$ cat src/rtl/shot_clock_timer_pkg.sv
// Shared definitions for the shot clock timer and its sibling scoreboard blocks.
package shot_clock_timer_pkg;

  typedef enum logic [1:0] {
    StIdle    = 2'd0,
    StRun     = 2'd1,
    StPause   = 2'd2,
    StExpired = 2'd3
  } sc_state_e;

  // Default presets, also used by the score/period blocks.
  localparam int unsigned DefaultPresetA = 24;
  localparam int unsigned DefaultPresetB = 14;

endpackage

$ cat src/rtl/shot_clock_timer_tick_prescaler.sv
// Clock divider: one-cycle tick every ClkDiv enabled cycles, with synchronous clear.
module shot_clock_timer_tick_prescaler #(
  parameter int unsigned ClkDiv = 4
) (
  input  logic clk_i,
  input  logic rst_ni,
  input  logic en_i,
  input  logic clr_i,
  output logic tick_o
);

  localparam int unsigned CntW = (ClkDiv > 2) ? $clog2(ClkDiv) : 1;
  localparam logic [CntW-1:0] CntMax = CntW'(ClkDiv - 1);

  logic [CntW-1:0] cnt_d, cnt_q;

  // Clear wins over enable; wrap at ClkDiv-1.
  always_comb begin
    cnt_d = cnt_q;
    if (clr_i) begin
      cnt_d = '0;
    end else if (en_i) begin
      cnt_d = (cnt_q == CntMax) ? '0 : cnt_q + 1'b1;
    end
  end

  // Counter register.
  always_ff @(posedge clk_i or negedge rst_ni) begin
    if (!rst_ni) begin
      cnt_q <= '0;
    end else begin
      cnt_q <= cnt_d;
    end
  end

  assign tick_o = en_i && (cnt_q == CntMax);

endmodule

$ cat src/rtl/shot_clock_timer.sv
// Shot clock countdown timer with run/pause, three load sources, buzzer pulse and BCD digits.
module shot_clock_timer
  import shot_clock_timer_pkg::*;
#(
  parameter int unsigned WIDTH      = 7,
  parameter int unsigned PRESET_A   = DefaultPresetA,
  parameter int unsigned PRESET_B   = DefaultPresetB,
  parameter int unsigned CLK_DIV    = 50000000,
  parameter int unsigned BUZZ_TICKS = 2
) (
  input  logic             clock_in,
  input  logic             reset_n,
  input  logic             run,
  input  logic             load_a,
  input  logic             load_b,
  input  logic             load_custom,
  input  logic [WIDTH-1:0] custom_value,
  output logic [WIDTH-1:0] count,
  output logic [3:0]       tens,
  output logic [3:0]       ones,
  output logic             running,
  output logic             expired,
  output logic             buzzer
);

  if (WIDTH < 5 || WIDTH > 7) begin : gen_chk_width
    $error("WIDTH must be in 5..7");
  end
  if (PRESET_A >= (1 << WIDTH) || PRESET_B >= (1 << WIDTH)) begin : gen_chk_preset
    $error("PRESET_A/PRESET_B must fit in WIDTH bits");
  end
  if (CLK_DIV < 2) begin : gen_chk_div
    $error("CLK_DIV must be >= 2");
  end
  if (BUZZ_TICKS < 1) begin : gen_chk_buzz
    $error("BUZZ_TICKS must be >= 1");
  end

  localparam int unsigned BuzzW = (BUZZ_TICKS > 1) ? $clog2(BUZZ_TICKS + 1) : 1;
  localparam logic [WIDTH-1:0] PresetAW = WIDTH'(PRESET_A);
  localparam logic [WIDTH-1:0] PresetBW = WIDTH'(PRESET_B);

  sc_state_e        state_d, state_q;
  logic [WIDTH-1:0] count_d, count_q;
  logic [BuzzW-1:0] buzz_cnt_d, buzz_cnt_q;
  logic             buzzer_d, buzzer_q;
  logic             load_any;
  logic [WIDTH-1:0] load_val;
  logic             pre_en, pre_clr, tick;

  // Prescaler runs while counting down, and after expiry only to time the buzzer.
  assign pre_en = (state_q == StRun) || ((state_q == StExpired) && (buzz_cnt_q != '0));

  shot_clock_timer_tick_prescaler #(
    .ClkDiv(CLK_DIV)
  ) u_prescaler (
    .clk_i  (clock_in),
    .rst_ni (reset_n),
    .en_i   (pre_en),
    .clr_i  (pre_clr),
    .tick_o (tick)
  );

  // Next-state logic: a load overrides everything, including a coincident tick.
  always_comb begin
    state_d    = state_q;
    count_d    = count_q;
    buzz_cnt_d = buzz_cnt_q;
    buzzer_d   = buzzer_q;
    pre_clr    = 1'b0;
    load_any   = load_a | load_b | load_custom;
    load_val   = custom_value;
    if (load_b) load_val = PresetBW;
    if (load_a) load_val = PresetAW;

    if (load_any) begin
      count_d    = load_val;
      pre_clr    = 1'b1;
      buzz_cnt_d = '0;
      buzzer_d   = 1'b0;
      if (load_val == '0) begin
        state_d = StIdle;
      end else if (run) begin
        state_d = StRun;
      end else begin
        state_d = StPause;
      end
    end else begin
      unique case (state_q)
        StIdle: ;
        StRun: begin
          if (!run) begin
            state_d = StPause;
          end else if (tick) begin
            if (count_q <= WIDTH'(1)) begin
              count_d    = '0;
              state_d    = StExpired;
              buzzer_d   = 1'b1;
              buzz_cnt_d = BuzzW'(BUZZ_TICKS);
            end else begin
              count_d = count_q - 1'b1;
            end
          end
        end
        StPause: begin
          if (run) state_d = StRun;
        end
        StExpired: begin
          if (tick && (buzz_cnt_q != '0)) begin
            buzz_cnt_d = buzz_cnt_q - 1'b1;
            if (buzz_cnt_q == BuzzW'(1)) buzzer_d = 1'b0;
          end
        end
        default: state_d = StIdle;
      endcase
    end
  end

  // State registers.
  always_ff @(posedge clock_in or negedge reset_n) begin
    if (!reset_n) begin
      state_q    <= StIdle;
      count_q    <= '0;
      buzz_cnt_q <= '0;
      buzzer_q   <= 1'b0;
    end else begin
      state_q    <= state_d;
      count_q    <= count_d;
      buzz_cnt_q <= buzz_cnt_d;
      buzzer_q   <= buzzer_d;
    end
  end

  // BCD digits for the display; values above 99 saturate to 9,9.
  always_comb begin
    int unsigned count_int;
    count_int = 32'(count_q);
    tens      = 4'd9;
    ones      = 4'd9;
    if (count_int <= 99) begin
      tens = 4'(count_int / 10);
      ones = 4'(count_int % 10);
    end
  end

  assign count   = count_q;
  assign running = (state_q == StRun);
  assign expired = (state_q == StExpired);
  assign buzzer  = buzzer_q;

endmodule
$ cat config.mk
export PLATFORM = sky130hd
export DESIGN_NAME = shot_clock_timer
export DESIGN_NICKNAME = d
export VERILOG_FILES = /design/src/rtl/shot_clock_timer_pkg.sv /design/src/rtl/shot_clock_timer_tick_prescaler.sv /design/src/rtl/shot_clock_timer.sv
export SDC_FILE = /design/constraint.sdc
export NUM_CORES = 1
export LEC_CHECK = 0
export CAP_MARGIN = 10
export CORE_ASPECT_RATIO = 0.5
export CORE_MARGIN = 2
export CORE_UTILIZATION = 51
export DETAILED_ROUTE_END_ITERATION = 7
export GPL_ROUTABILITY_DRIVEN = 0
export PLACE_DENSITY = 0.76
export RECOVER_POWER = 25
export REMOVE_ABC_BUFFERS = 1
export SLEW_MARGIN = 5
export SYNTH_ARGS = -nofsm -noshare
export SYNTH_HDL_FRONTEND = slang
export SYNTH_SLANG_ARGS = --single-unit
$ cat constraint.sdc
create_clock -name clock_in -period 2.95 [get_ports clock_in]
set_input_delay 0.4425 -clock clock_in [delete_from_list [all_inputs] [get_ports clock_in]]
set_output_delay 0.4425 -clock clock_in [all_outputs]
set_load 0.05 [all_outputs]
==> results of run 1 <==
## logic make-up (layout without fill, tap and decap cells)
kind of cell             count (synthesis)  in the layout  synth area share (%)
adder cells (fa/ha/maj)                 12             12                  5.07
AO/OA/AOI/OAI                          101            101                  23.0
AND/OR/NAND/NOR                        154            154                  28.3
XOR/XNOR                                13             13                  4.04
multiplexers                             3              3                  1.11
buffers and inverters                   33             91                  4.67
flip-flops                              38             38                  33.8
## sequential cells by signal, indices dropped and copies added, names as in the netlist
register	cells
u_prescaler.cnt_q	26
count	7
buzz_cnt_q	2
state_q	2
buzzer	1
## report_power, final
group	switching [mW]	total [mW]	internal, mW
Sequential	0.0190	0.551	0.532
Combinational	0.382	0.681	0.298
Clock	0.191	0.350	0.159
Total	0.592	1.58	0.989
## layer usage
metal | track usage, % | routed length [µm] | vias up
li1 | - | - | 1409
met1 | 35.3 | 3470 | 1412
met2 | 46.8 | 3830 | 105
met3 | 7.08 | 372 | 25
met4 | 12.8 | 214 | 0
met5 | 0 | 0 | -
## cells in the final DEF (no fill, tap or decap), types with 3 or more instances in the layout
master           count
o32ai_1              3
dfrtp_1             38
and3_1               8
clkbuf_8             5
nor2_1              39
nor2_2               3
xnor2_1              7
nor4_2               3
o31ai_1              6
nand2_1             29
o211ai_1             3
nor3_1              14
a211oi_1             3
o41ai_1              3
a21oi_2              3
ha_1                 8
inv_1               11
clkdlybuf4s50_1     22
nand4_1              4
nand3_1             14
nor4_1               5
nand2b_1             4
or3_1                6
inv_2                3
o21ai_2              3
xor2_1               6
a21oi_1             21
buf_4               38
o21ai_0             24
a31oi_1              3
o21ai_1              8
buf_12               6
nor2b_1              4
## cell type report
type / instances / area [µm²] / area share [%]
multi-input combinational: 283 / 1930 / 51.2
sequential: 38 / 951 / 25.3
clock buffer: 5 / 68.8 / 1.83
clock inverter: 2 / 10.0 / 0.266
tap: 73 / 91.3 / 2.43
timing repair buffer: 70 / 663 / 17.6
inverter: 14 / 52.6 / 1.40
## metrics by stage
stage          std cells  utilization [%]  setup WS [ns]
2_1_floorplan        335                -          -1.47
5_1_grt              485             69.8         -0.598
3_3_place_gp         469             63.3         -0.209
3_5_place_dp         469             63.3         -0.358
6_report             485             69.8         -0.479
4_1_cts              484             69.3         -0.421
## final timing paths
check	cells after the start	startpoint	to	slack, ns
worst max-delay path	12	count[5]	ones[2]	-0.48
worst min-delay path	1	u_prescaler.cnt_q[23]	u_prescaler.cnt_q[23]	0.49
worst max register to register	6	count[3]	state_q[0]	0.33
worst min register to register	1	u_prescaler.cnt_q[23]	u_prescaler.cnt_q[23]	0.49
max in group asynchronous	2	reset_n	count[1]	1.52
min in group asynchronous	2	reset_n	count[6]	0.82
## critical path: cells and delay by family (launching register included)
kind	cells	cell delay, ns
simple gates	2	0.29
compound gates	5	1.02
fa+ha+maj	1	0.23
mux	1	0.33
buf+inv	3	0.44
flops	1	0.39
## timing repair
item / 4_1_cts / 5_1_grt
resized for setup: 37 / 5
buffers inserted: 9 / 1
endpoints found under the setup margin: 5 / 5
pin swaps: 14 / 4
endpoints found under the hold margin: 0 / 0
==> metrics.md, run 1 <==
| Metric | Value |
|---|---|
| Outcome | `finished with violations` |
| Violated checks | `setup timing` |
| Async set-reset flop share out of synthesis | `100%` |
| Final worst slack | `-0.479 ns` |
| Min Clock Period, post-route | `between 3 and 4 ns` |
| Clk sinks | `38` |
| Total Neg Setup Slack | `-1.87 ns` |
| Clock skew | `~0.0054 ns` |
| Detail Route Antenna Nets | `0` |
| Post-Syn Instances | `354` |
| Synth Cell Area | `2820 µm²` |
| Crit. End Element | `output port` |
| Ratio of cells with drive above 1 in the final layout | `between 20% and 30%` |
| Gr ovfl total | `0` |
| Root buffer cell | `clkbuf_8` |
| 1st-iter DRT viols | `between 150 and 200` |
| Post-synth EDFFs | `0` |
| Remaining DRCs | `0` |
| Distinct cell type count after synthesis | `60` |
| Max-capacitance violation count | `0` |
| RSZ-0062 raised after global routing | `true` |
| Clk slew on worst S/H paths | `roughly 0.070 ns` |
| # fillers | `about 400` |
| Final hold violations | `0` |
| Starting Density | `between 50% and 60%` |
| Worst Max-Slew Pin Slew | `0.962 ns` |
| Worst path slowest cell | `dfrtp_1` |
| Router iterations before antenna repair | `5` |
| Most numerous cell in the Yosys netlist | `nor2_1` |
| Startpoint types | `flop` |
| Final setup viols | `5` |
| Leakage power | `1.47 nW` |
| IO buf count | `30` |
| CP arrival | `2.99 ns` |
| Synth cell count leaders | `nor2_1, dfrtp_1, nand2_1` |
| Dpl hpwl | `5320 µm` |
| Yosys top cell by area | `dfrtp_1` |
| Num CTS Buffers | `5` |
| Wirelength per Cell | `around 16 µm` |
| Max Transition Viols Final | `0` |
| Skew-Pair Late Insertion Delay | `~0.30 ns` |
| Core Footprint | `5400 µm²` |
| Row count | `19` |
| Fmax | `between 200 and 300 MHz` |
| Predominant post-synthesis flop cell | `dfrtp_1` |
| Critical Path RT | `2.51 ns` |
| Mapped Avg Cell Area | `7.95 µm²` |
| H-tree Lvls | `2` |
| Hold Path Class | `reg2reg` |
| Vias/cell | `between 6 and 7` |
| Final net count | `434` |
| Max clock buf depth | `2` |
| TritonCTS clock tree | `built` |
| Crit path largest cell delay | `between 0.3 and 0.4 ns` |
| # hold bufs at CTS | `0` |
| Die Y-Extent | `56.5 µm` |
| Vias in the first global route | `3006` |
| Synth warnings | `0` |
| Rel. slew slack | `a little over a third` |
| Global-route usage over all layers | `28.4%` |
| Syn-to-layout area delta | `33.7%` |
| Crit-path cells | `nor2_2 -> inv_2 -> ha_4 -> nor2b_1 -> o21ai_2 -> a311oi_4 -> buf_4 -> o211ai_1 -> a21oi_2 -> o31ai_2 -> mux2i_2 -> buf_12` |
| Power Density | `420 nW/µm²` |
| Final instance area | `3760 µm²` |
| Synth top area cells | `dfrtp_1, nor2_1, o21ai_0` |
| Overall Power | `1.58 mW` |
| Antenna violations before repair | `0` |
| Yosys reg bits | `38` |
| Die ar. | `~6200 µm²` |
| First-pass GRT wire length | `13800 µm` |
| Area after DPL | `3420 µm²` |
| Period Utilization, post-route | `116%` |
| Max rail drop VDD | `0.511 mV` |
| DR vias | `2951` |
| Highest net fanout along the worst path | `4` |
| Pin count of the biggest net entering global routing | `39` |
| Hold Slack | `about 0.5 ns` |
| Routed WL | `slightly below 8000 µm` |
| Top-area cell type share of the netlist area | `33.8%` |
| Die width | `about 110 µm` |
| Register area share after synthesis | `33.8%` |
| # diodes | `0` |
| # IOs | `31` |
| CP Class | `reg2out` |
(Power assumes the default switching activity.)
==> run 2: changes to the inputs <==
SETUP_SLACK_MARGIN = 0.2   (was not set)
==> metrics.md, run 2 (same netlist as run 1, synthesis figures left out) <==
| Metric | Value |
|---|---|
| Die ar. | `6170 µm² (unchanged)` |
| Detail Route Antenna Nets | `0 (unchanged)` |
| Crit-path most repeated cell | `buf_4` |
| Vias/cell | `6.24 (+2.6%)` |
| Core Footprint | `5400 µm² (unchanged)` |
| CP Class | `reg2out` |
| Pin count of the biggest net entering global routing | `39 (unchanged)` |
| Die Y-Extent | `56.5 µm (unchanged)` |
| Final net count | `435 (+0.23%)` |
| Pre-CTS setup slack | `-0.358 ns (unchanged)` |
| Antenna violations before repair | `0 (unchanged)` |
| Worst path slowest cell | `a2111oi_4` |
| H-tree Lvls | `2 (unchanged)` |
| Dpl hpwl | `5320 µm (unchanged)` |
| Leakage power | `1.50 nW (+1.7%)` |
| Largest register FFs | `26 (unchanged)` |
| IO buf count | `30 (unchanged)` |
| Violated checks | `setup timing` |
| GR peak layer | `met2` |
| DR vias | `3034 (+2.8%)` |
| Wirelength per Cell | `17.0 µm (+4.9%)` |
| CP arrival | `3.05 ns (+0.06 ns)` |
| Vias in the first global route | `2991 (-0.50%)` |
| # IOs | `31 (unchanged)` |
| Fin util | `71.3% (+1.5 points)` |
| Final instance area | `3850 µm² (+2.2%)` |
| Power share of the sequential group | `33.9% (-0.9 points)` |
| Critical Path RT | `2.51 ns (about the same)` |
| Commonest cells after routing, fill and taps aside | `nor2_1, dfrtp_1, buf_4` |
| Num CTS Buffers | `5 (unchanged)` |
| Hold Path Class | `reg2reg` |
| Logic gate share of total power | `44.5% (+1.4 points)` |
| Grt met1 use | `34.7% (-0.66 points)` |
| Die width | `109 µm (unchanged)` |
| Routed WL | `8290 µm (+5.1%)` |
| # diodes | `0 (unchanged)` |
| Clock skew | `0.00572 ns (+0.000341 ns)` |
| Final worst slack | `-0.541 ns (-0.0616 ns)` |
| Startpoint types | `flop` |
| First-pass GRT wire length | `13700 µm (-0.80%)` |
| CP delay by family, top | `compound AO/OA/AOI/OAI gates` |
| Gr ovfl total | `0 (unchanged)` |
| Biggest register | `u_prescaler.cnt_q` |
| Period Utilization, post-route | `118% (+2.1 points)` |
| Net Sw Power | `618 µW (+4.3%)` |
| Power Density | `423 nW/µm² (+0.68%)` |
| WP buf/inv | `4 (+1)` |
| Worst Max-Slew Pin Slew | `0.958 ns (-0.00351 ns)` |
| Skew-Pair Late Insertion Delay | `0.30 ns (about the same)` |
| Met2 global-route usage | `46.6% (-0.18 points)` |
| Max clock buf depth | `2 (unchanged)` |
| Commonest non-fill, non-tap cell in the layout | `nor2_1` |
| Global-route usage over all layers | `28.2% (-0.22 points)` |
| Outcome | `finished with violations` |
| RSZ-0062 raised after global routing | `true` |
| 1st-iter DRT viols | `199 (+12%)` |
| Max Transition Viols Final | `0 (unchanged)` |
| Router iterations before antenna repair | `6 (+1)` |
| # fillers | `377 (-6.2%)` |
| Remaining DRCs | `0 (unchanged)` |
| Min Clock Period, post-route | `3.49 ns (+0.0616 ns)` |
| Final hold violations | `0 (unchanged)` |
| Clk slew on worst S/H paths | `0.07 ns (about the same)` |
| Syn-to-layout area delta | `36.7%` |
| Max-capacitance violation count | `0 (unchanged)` |
| Crit. End Element | `output port` |
| GR Layer Usage met3 | `7.20% (+0.12 points)` |
| Sw Ratio | `38.0% (+0.50 points)` |
| Final setup viols | `5 (unchanged)` |
| P_int | `1.01 mW (+2.1%)` |
| Fmax | `286 MHz (-1.8%)` |
| Crit-path cells | `nor2_2 -> inv_2 -> ha_4 -> nand2b_4 -> o21a_4 -> a2111oi_4 -> a21oi_1 -> a21oi_2 -> buf_4 -> o31ai_1 -> nor3b_2 -> buf_4 -> buf_12` |
| Clock Power Share | `21.5% (-0.6 points)` |
| Ratio of cells with drive above 1 in the final layout | `24.2% (+1.4 points)` |
| Highest net fanout along the worst path | `4 (unchanged)` |
| Starting Density | `52.2% (unchanged)` |
| TritonCTS clock tree | `built` |
| Clk sinks | `38 (unchanged)` |
| Row count | `19 (unchanged)` |
| Max rail drop VDD | `0.556 mV (+8.8%)` |
| Root buffer cell | `clkbuf_8` |
| Area after DPL | `3420 µm² (unchanged)` |
| Rel. slew slack | `36.1% (+0.23 points)` |
| Crit path largest cell delay | `0.49 ns (+0.10 ns)` |
run 2: final timing paths:
| kind | from | endpoint | slack (ns) | cells past startpoint |
|---|---|---|---|---|
| worst max-delay path | count[5] | ones[1] | -0.54 | 13 |
| worst min-delay path | u_prescaler.cnt_q[23] | u_prescaler.cnt_q[23] | 0.49 | 1 |
| worst max register to register | count[1] | state_q[0] | 0.47 | 9 |
| worst min register to register | u_prescaler.cnt_q[23] | u_prescaler.cnt_q[23] | 0.49 | 1 |
| max in group asynchronous | reset_n | count[3] | 1.49 | 2 |
| min in group asynchronous | reset_n | count[6] | 0.82 | 2 |
run 2: area by class of cell:
type | count | area, µm² | area share (%)
Clock inverter | 2 | 10.0 | 0.260
Sequential cell | 38 | 952 | 24.7
Timing Repair Buffer | 71 | 683 | 17.8
Multi-Input combinational cell | 283 | 1990 | 51.7
Inverter | 14 | 52.6 | 1.37
Clock buffer | 5 | 68.8 | 1.79
Tap cell | 73 | 91.3 | 2.37
run 2: layer usage:
metal / vias up / part of all wire, %
met5: - / 0
met4: 0 / 3.2
met3: 34 / 5.5
met2: 117 / 48
met1: 1468 / 43
li1: 1415 / -
run 2: through the flow:
step / std cells / setup TNS [ns] / hold slack, ns / power (mW)
2_1_floorplan: 335 / -5.55 / 0.147 / 0.864
3_3_place_gp: 469 / -0.554 / 0.469 / 1.12
3_5_place_dp: 469 / -0.942 / 0.474 / 1.13
4_1_cts: 485 / -1.58 / 0.484 / 1.57
5_1_grt: 486 / -2.60 / 0.498 / 1.69
6_report: 486 / -2.18 / 0.487 / 1.63
run 2: repair_timing:
action,4_1_cts,5_1_grt
hold buffers,0,0
gates resized for setup,37,19
setup endpoints to repair,6,9
pin swaps,14,8
endpoints found under the hold margin,0,0
setup buffers,9,1
gates cloned,0,0
run 2: power groups by stage:
stage          Clock, mW  Combinational, mW  Sequential [mW]
6_report           0.350              0.725            0.552
5_1_grt            0.375              0.761            0.554
4_1_cts            0.351              0.666            0.549
3_5_place_dp           0              0.575            0.558
3_3_place_gp           0              0.564            0.557
2_1_floorplan          0              0.268            0.597
==> run 3: changes to the inputs <==
CORE_UTILIZATION = 50   (was 51)
HOLD_SLACK_MARGIN = 0.06   (was not set)
PLACE_DENSITY = 0.75   (was 0.76)
==> metrics.md, run 3 (same netlist as run 1, synthesis figures left out) <==
| Metric | Value |
|---|---|
| Outcome | `finished with violations` |
| Violated checks | `capacitance limit, slew limit, setup timing` |
| Fmax | `286 MHz (-0.13%)` |
| Global-route usage over all layers | `28.3% (+0.15 points)` |
| Total Neg Setup Slack | `-1.84 ns (+0.341 ns)` |
| Pin count of the biggest net entering global routing | `39 (unchanged)` |
| Startpoint types | `flop` |
| Max Transition Viols Final | `39 (+39)` |
| Crit path largest cell delay | `0.39 ns (-0.10 ns)` |
| Clock Power Share | `30.2% (+8.7 points)` |
| H-tree Lvls | `2 (unchanged)` |
| Wirelength per Cell | `17.4 µm (+2.0%)` |
| Die Y-Extent | `57.1 µm (+0.93%)` |
| Die ar. | `6280 µm² (+1.9%)` |
| Vias in the first global route | `3097 (+3.5%)` |
| CP arrival | `3.05 ns (about the same)` |
| Dpl hpwl | `5360 µm (+0.76%)` |
| RSZ-0062 raised after global routing | `true` |
| Area after DPL | `3410 µm² (-0.37%)` |
| Antenna violations before repair | `0 (unchanged)` |
| # IOs | `31 (unchanged)` |
| # hold bufs at CTS | `0 (unchanged)` |
| Highest net fanout along the worst path | `4 (unchanged)` |
| Max rail drop VDD | `0.478 mV (-14%)` |
| Hold Path Class | `reg2reg` |
| Crit-path most repeated cell | `buf_4` |
| DR vias | `3075 (+1.4%)` |
| Detail Route Antenna Nets | `0 (unchanged)` |
| Leakage power | `1.53 nW (+2.4%)` |
| Gr ovfl total | `0 (unchanged)` |
| Starting Density | `51.5% (-0.68 points)` |
| Final worst slack | `-0.545 ns (-0.00459 ns)` |
| Ratio of cells with drive above 1 in the final layout | `24.3% (+0.12 points)` |
| Clk slew on worst S/H paths | `0.06 ns (about the same)` |
| Crit-path cells | `nor2_2 -> inv_2 -> ha_4 -> nand2b_4 -> o21a_4 -> buf_6 -> a2111oi_4 -> buf_4 -> o41ai_4 -> o31ai_1 -> nor3b_2 -> buf_4 -> buf_12` |
| CP Class | `reg2out` |
| Commonest cells after routing, fill and taps aside | `nor2_1, buf_4, dfrtp_1` |
| Num CTS Buffers | `5 (unchanged)` |
| Rel. slew slack | `-39.5% (-76 points)` |
| Critical Path RT | `2.51 ns (about the same)` |
| Net Sw Power | `625 µW (+1.2%)` |
| Die width | `110 µm (+0.96%)` |
| Final hold violations | `0 (unchanged)` |
| Skew-Pair Late Insertion Delay | `0.28 ns (-0.02 ns)` |
| Vias/cell | `6.30 (+0.94%)` |
| Core Footprint | `5470 µm² (+1.3%)` |
| First-pass GRT wire length | `14200 µm (+3.7%)` |
| Min Clock Period, post-route | `3.50 ns (+0.00459 ns)` |
| Period Utilization, post-route | `118% (+0.16 points)` |
| 1st-iter DRT viols | `229 (+15%)` |
| Clk sinks | `38 (unchanged)` |
| Router iterations before antenna repair | `5 (-1)` |
| Remaining DRCs | `0 (unchanged)` |
| Largest register FFs | `26 (unchanged)` |
| Root buffer cell | `clkbuf_16` |
| Final net count | `436 (+0.23%)` |
| Worst path slowest cell | `dfrtp_1` |
| Row count | `19 (unchanged)` |
| Sw Ratio | `34.4% (-3.6 points)` |
| Crit. End Element | `output port` |
| Biggest register | `u_prescaler.cnt_q` |
| Worst Max-Slew Pin Slew | `2.09 ns (+1.13 ns)` |
| Power Density | `469 nW/µm² (+11%)` |
| TritonCTS clock tree | `built` |
| IO buf count | `30 (unchanged)` |
| Final setup viols | `5 (unchanged)` |
| Syn-to-layout area delta | `37.7%` |
| Routed WL | `8490 µm (+2.4%)` |
| Max-capacitance violation count | `1 (+1)` |
| Clock skew | `0.00275 ns (-0.00297 ns)` |
| Final instance area | `3880 µm² (+0.75%)` |
| Power share of the sequential group | `30.5% (-3.4 points)` |
| # diodes | `0 (unchanged)` |
| Max clock buf depth | `2 (unchanged)` |
| P_int | `1.19 mW (+18%)` |
| Logic gate share of total power | `39.3% (-5.2 points)` |
run 3: cell types whose count changed in the layout (fill, tap and decap cells not counted), sizes merged:
cell,change
buf,+2
bufbuf,+1
clkinv,-1
clkinvlp,+1
dlygate4sd3,-1
run 3: repair_timing:
item / in CTS / in global routing
pin swaps: 18 / 14
setup buffers: 9 / 3
setup endpoints to repair: 5 / 8
gates resized for setup: 29 / 20
run 3: worst paths after layout:
| path | cells after the start | startpoint | slack, ns | to |
|---|---|---|---|---|
| worst max-delay path | 13 | count[4] | -0.55 | ones[1] |
| worst min-delay path | 1 | u_prescaler.cnt_q[23] | 0.49 | u_prescaler.cnt_q[23] |
| min in group asynchronous | 1 | reset_n | 0.75 | count[4] |
| worst min register to register | 1 | u_prescaler.cnt_q[23] | 0.49 | u_prescaler.cnt_q[23] |
| worst max register to register | 9 | count[1] | 0.37 | state_q[0] |
| max in group asynchronous | 1 | reset_n | 0.85 | count[3] |
run 3: layer usage:
metal	global-route usage (%)	share of wire, %
met1	35.0	42
met2	49.1	48
met3	5.60	6.9
met4	11.6	2.8
met5	0	0
run 3: power groups by stage:
stage | clock network, mW | logic (mW) | registers (mW)
after CTS | 0.551 | 0.656 | 0.551
after detailed placement | 0 | 0.571 | 0.558
after global placement | 0 | 0.562 | 0.557
after global routing | 0.571 | 0.749 | 0.556
final | 0.550 | 0.714 | 0.555
after floorplan | 0 | 0.268 | 0.597
run 3: stage by stage:
step                      utilization, %  std cells  total power [mW]  hold slack (ns)  worst slack (ns)
after detailed placement            62.3        468              1.13            0.479            -0.320
final                               70.9        488              1.82            0.493            -0.545
after floorplan                        -        335             0.864            0.147             -1.47
after CTS                           69.1        485              1.76            0.310            -0.406
after global routing                70.9        488              1.88            0.521            -0.612
after global placement              62.3        468              1.12            0.467            -0.217
run 3: critical path, delay by kind of cell, from the launching register on:
kind            cells  cell delay [ns]
compound gates      4             0.90
simple gates        3             0.58
buf+inv             5             0.67
flops               1             0.39
fa+ha+maj           1             0.23
run 3: cell type report:
cell class | instances | area, µm²
Clock buffer | 6 | 139
Clock inverter | 2 | 12.5
Fill cell | 401 | 1590
Inverter | 14 | 52.6
Multi-Input combinational cell | 283 | 1940
Sequential cell | 38 | 952
Tap cell | 73 | 91.3
Timing Repair Buffer | 72 | 691
==> RTL change, RTL diff (config.mk and constraints of run 2) <==
Make the reset (`reset_n` and `rst_ni`) synchronous in 2 clocked blocks.
--- a/src/rtl/shot_clock_timer_tick_prescaler.sv
+++ b/src/rtl/shot_clock_timer_tick_prescaler.sv
@@ -25,7 +25,7 @@
   end
 
   // Counter register.
-  always_ff @(posedge clk_i or negedge rst_ni) begin
+  always_ff @(posedge clk_i) begin
     if (!rst_ni) begin
       cnt_q <= '0;
     end else begin
--- a/src/rtl/shot_clock_timer.sv
+++ b/src/rtl/shot_clock_timer.sv
@@ -117,7 +117,7 @@
   end
 
   // State registers.
-  always_ff @(posedge clock_in or negedge reset_n) begin
+  always_ff @(posedge clock_in) begin
     if (!reset_n) begin
       state_q    <= StIdle;
       count_q    <= '0;
Function: differs if reset_n is asserted again (counterexample within 4 cycles, from zero or initial values and one cycle with reset_n low); with reset_n held inactive, the same outputs for 10 cycles.
==> RTL change against run 2 <==
The flow still finishes with violations (setup timing); die area is 1.1% higher; non-clock buffer count is 3 lower; sequential cell count stayed put; largest cell class unchanged; routed wire length is 8.0% lower; critical path depth stayed put; setup slack better by 26 ps; via count is 1.2% higher; critical endpoint unchanged; design area is 4.3% lower; area after synthesis is 1.1% higher; clock skew is 2.2 ps higher; total power is 11% lower.
==> RTL change: results (changes against run 2) <==
Via Count -> 3071 (+1.2%)
Status -> finished with violations
Post-Layout Cell Count -> 520 (+7.0%)
Share of layout cells above drive strength 1 -> 17.7% (-6.5 points)
Post-synth ARST share -> 0% (-100 points)
Non-clk invs -> 17 (+3)
# setup viols final -> 4 (-1)
Multi-In Gates -> 316 (+12%)
CP top delay family -> simple AND/OR/NAND/NOR gates
Gr usage total -> 26.0% (-2.2 points)
Data buffer area share -> 17.7% (-0.087 points)
Vias in the first global route -> 2937 (-1.8%)
Adder-Cell Fraction of Synth Area -> 4.35% (-0.72 points)
Worst-case reg-to-reg path depth -> 8 (-1)
Final Net Count -> 468 (+7.6%)
Final worst setup slack -> -514 ps (+26.3 ps)
Post-CTS setup buffer count -> 1 (-8)
CTS-repair resized insts -> 14 (-62%)
Failing checks -> setup timing
LEAKAGE -> 1.34 nW (-11%)
Netlist cell types -> 64 (+6.7%)
Aggregate routed wire length -> 7620 um (-8.0%)
CP Data Arrival Time -> 3020 ps (-30 ps)
Worst Setup SP -> count[5]
Power Total -> 1.46 mW (-11%)
Post-synth top flop -> dfxtp_1
Storage cell area -> 763 sq um (-20%)
Peak supply drop -> 0.282 mV (-49%)
FF-to-FF End -> count[3]
DRT Pass-1 Iters -> 4 (-2)
==> RTL change: cell types whose count changed after synthesis, moves of 5 or more <==
cell     change
dfrtp_1     -38
dfxtp_1     +38
xor2_1       +8
nor2_1      +22
o21ai_1      -6
xnor2_1      +6
o21ai_0      -9
a31oi_1      +5
==> RTL change: logic make-up after synthesis <==
kind of cell | after synthesis
XOR/XNOR | 27
AND/OR/NAND/NOR | 183
flip-flops | 38
adder cells (fa/ha/maj) | 10
buffers and inverters | 35
multiplexers | 1
AO/OA/AOI/OAI | 95
==> RTL change: through the flow <==
stage | TNS (ps) | setup WS (ps) | hold slack, ps | cell area, sq um
3_5_place_dp | -1340 | -419 | 486 | 3480
6_report | -1630 | -514 | 491 | 3680
2_1_floorplan | -5140 | -1440 | 458 | 2760
3_3_place_gp | -834 | -324 | 467 | 3480
5_1_grt | -2210 | -639 | 534 | 3680
4_1_cts | -1690 | -561 | 498 | 3640
==> RTL change: worst min path at each step <==
| stage | from | to | slack (ps) | depth (start not counted) |
|---|---|---|---|---|
| final | buzz_cnt_q[0] | buzz_cnt_q[0] | 490 | 2 |
| after global routing | u_prescaler.cnt_q[10] | u_prescaler.cnt_q[10] | 530 | 2 |
| after CTS | buzz_cnt_q[0] | buzz_cnt_q[0] | 500 | 2 |
| after detailed placement | buzz_cnt_q[1] | buzz_cnt_q[1] | 490 | 2 |
| after floorplan | buzz_cnt_q[0] | buzz_cnt_q[0] | 460 | 2 |
| after global placement | buzz_cnt_q[0] | buzz_cnt_q[0] | 470 | 2 |
==> RTL change: routing by layer <==
metal | up-vias | track usage, % | part of all wire [%]
li1 | 1500 | - | -
met1 | 1460 | 30.6 | 42
met2 | 94 | 45.7 | 51
met3 | 17 | 5.46 | 4.9
met4 | 0 | 10.8 | 2.0
met5 | - | 0 | 0
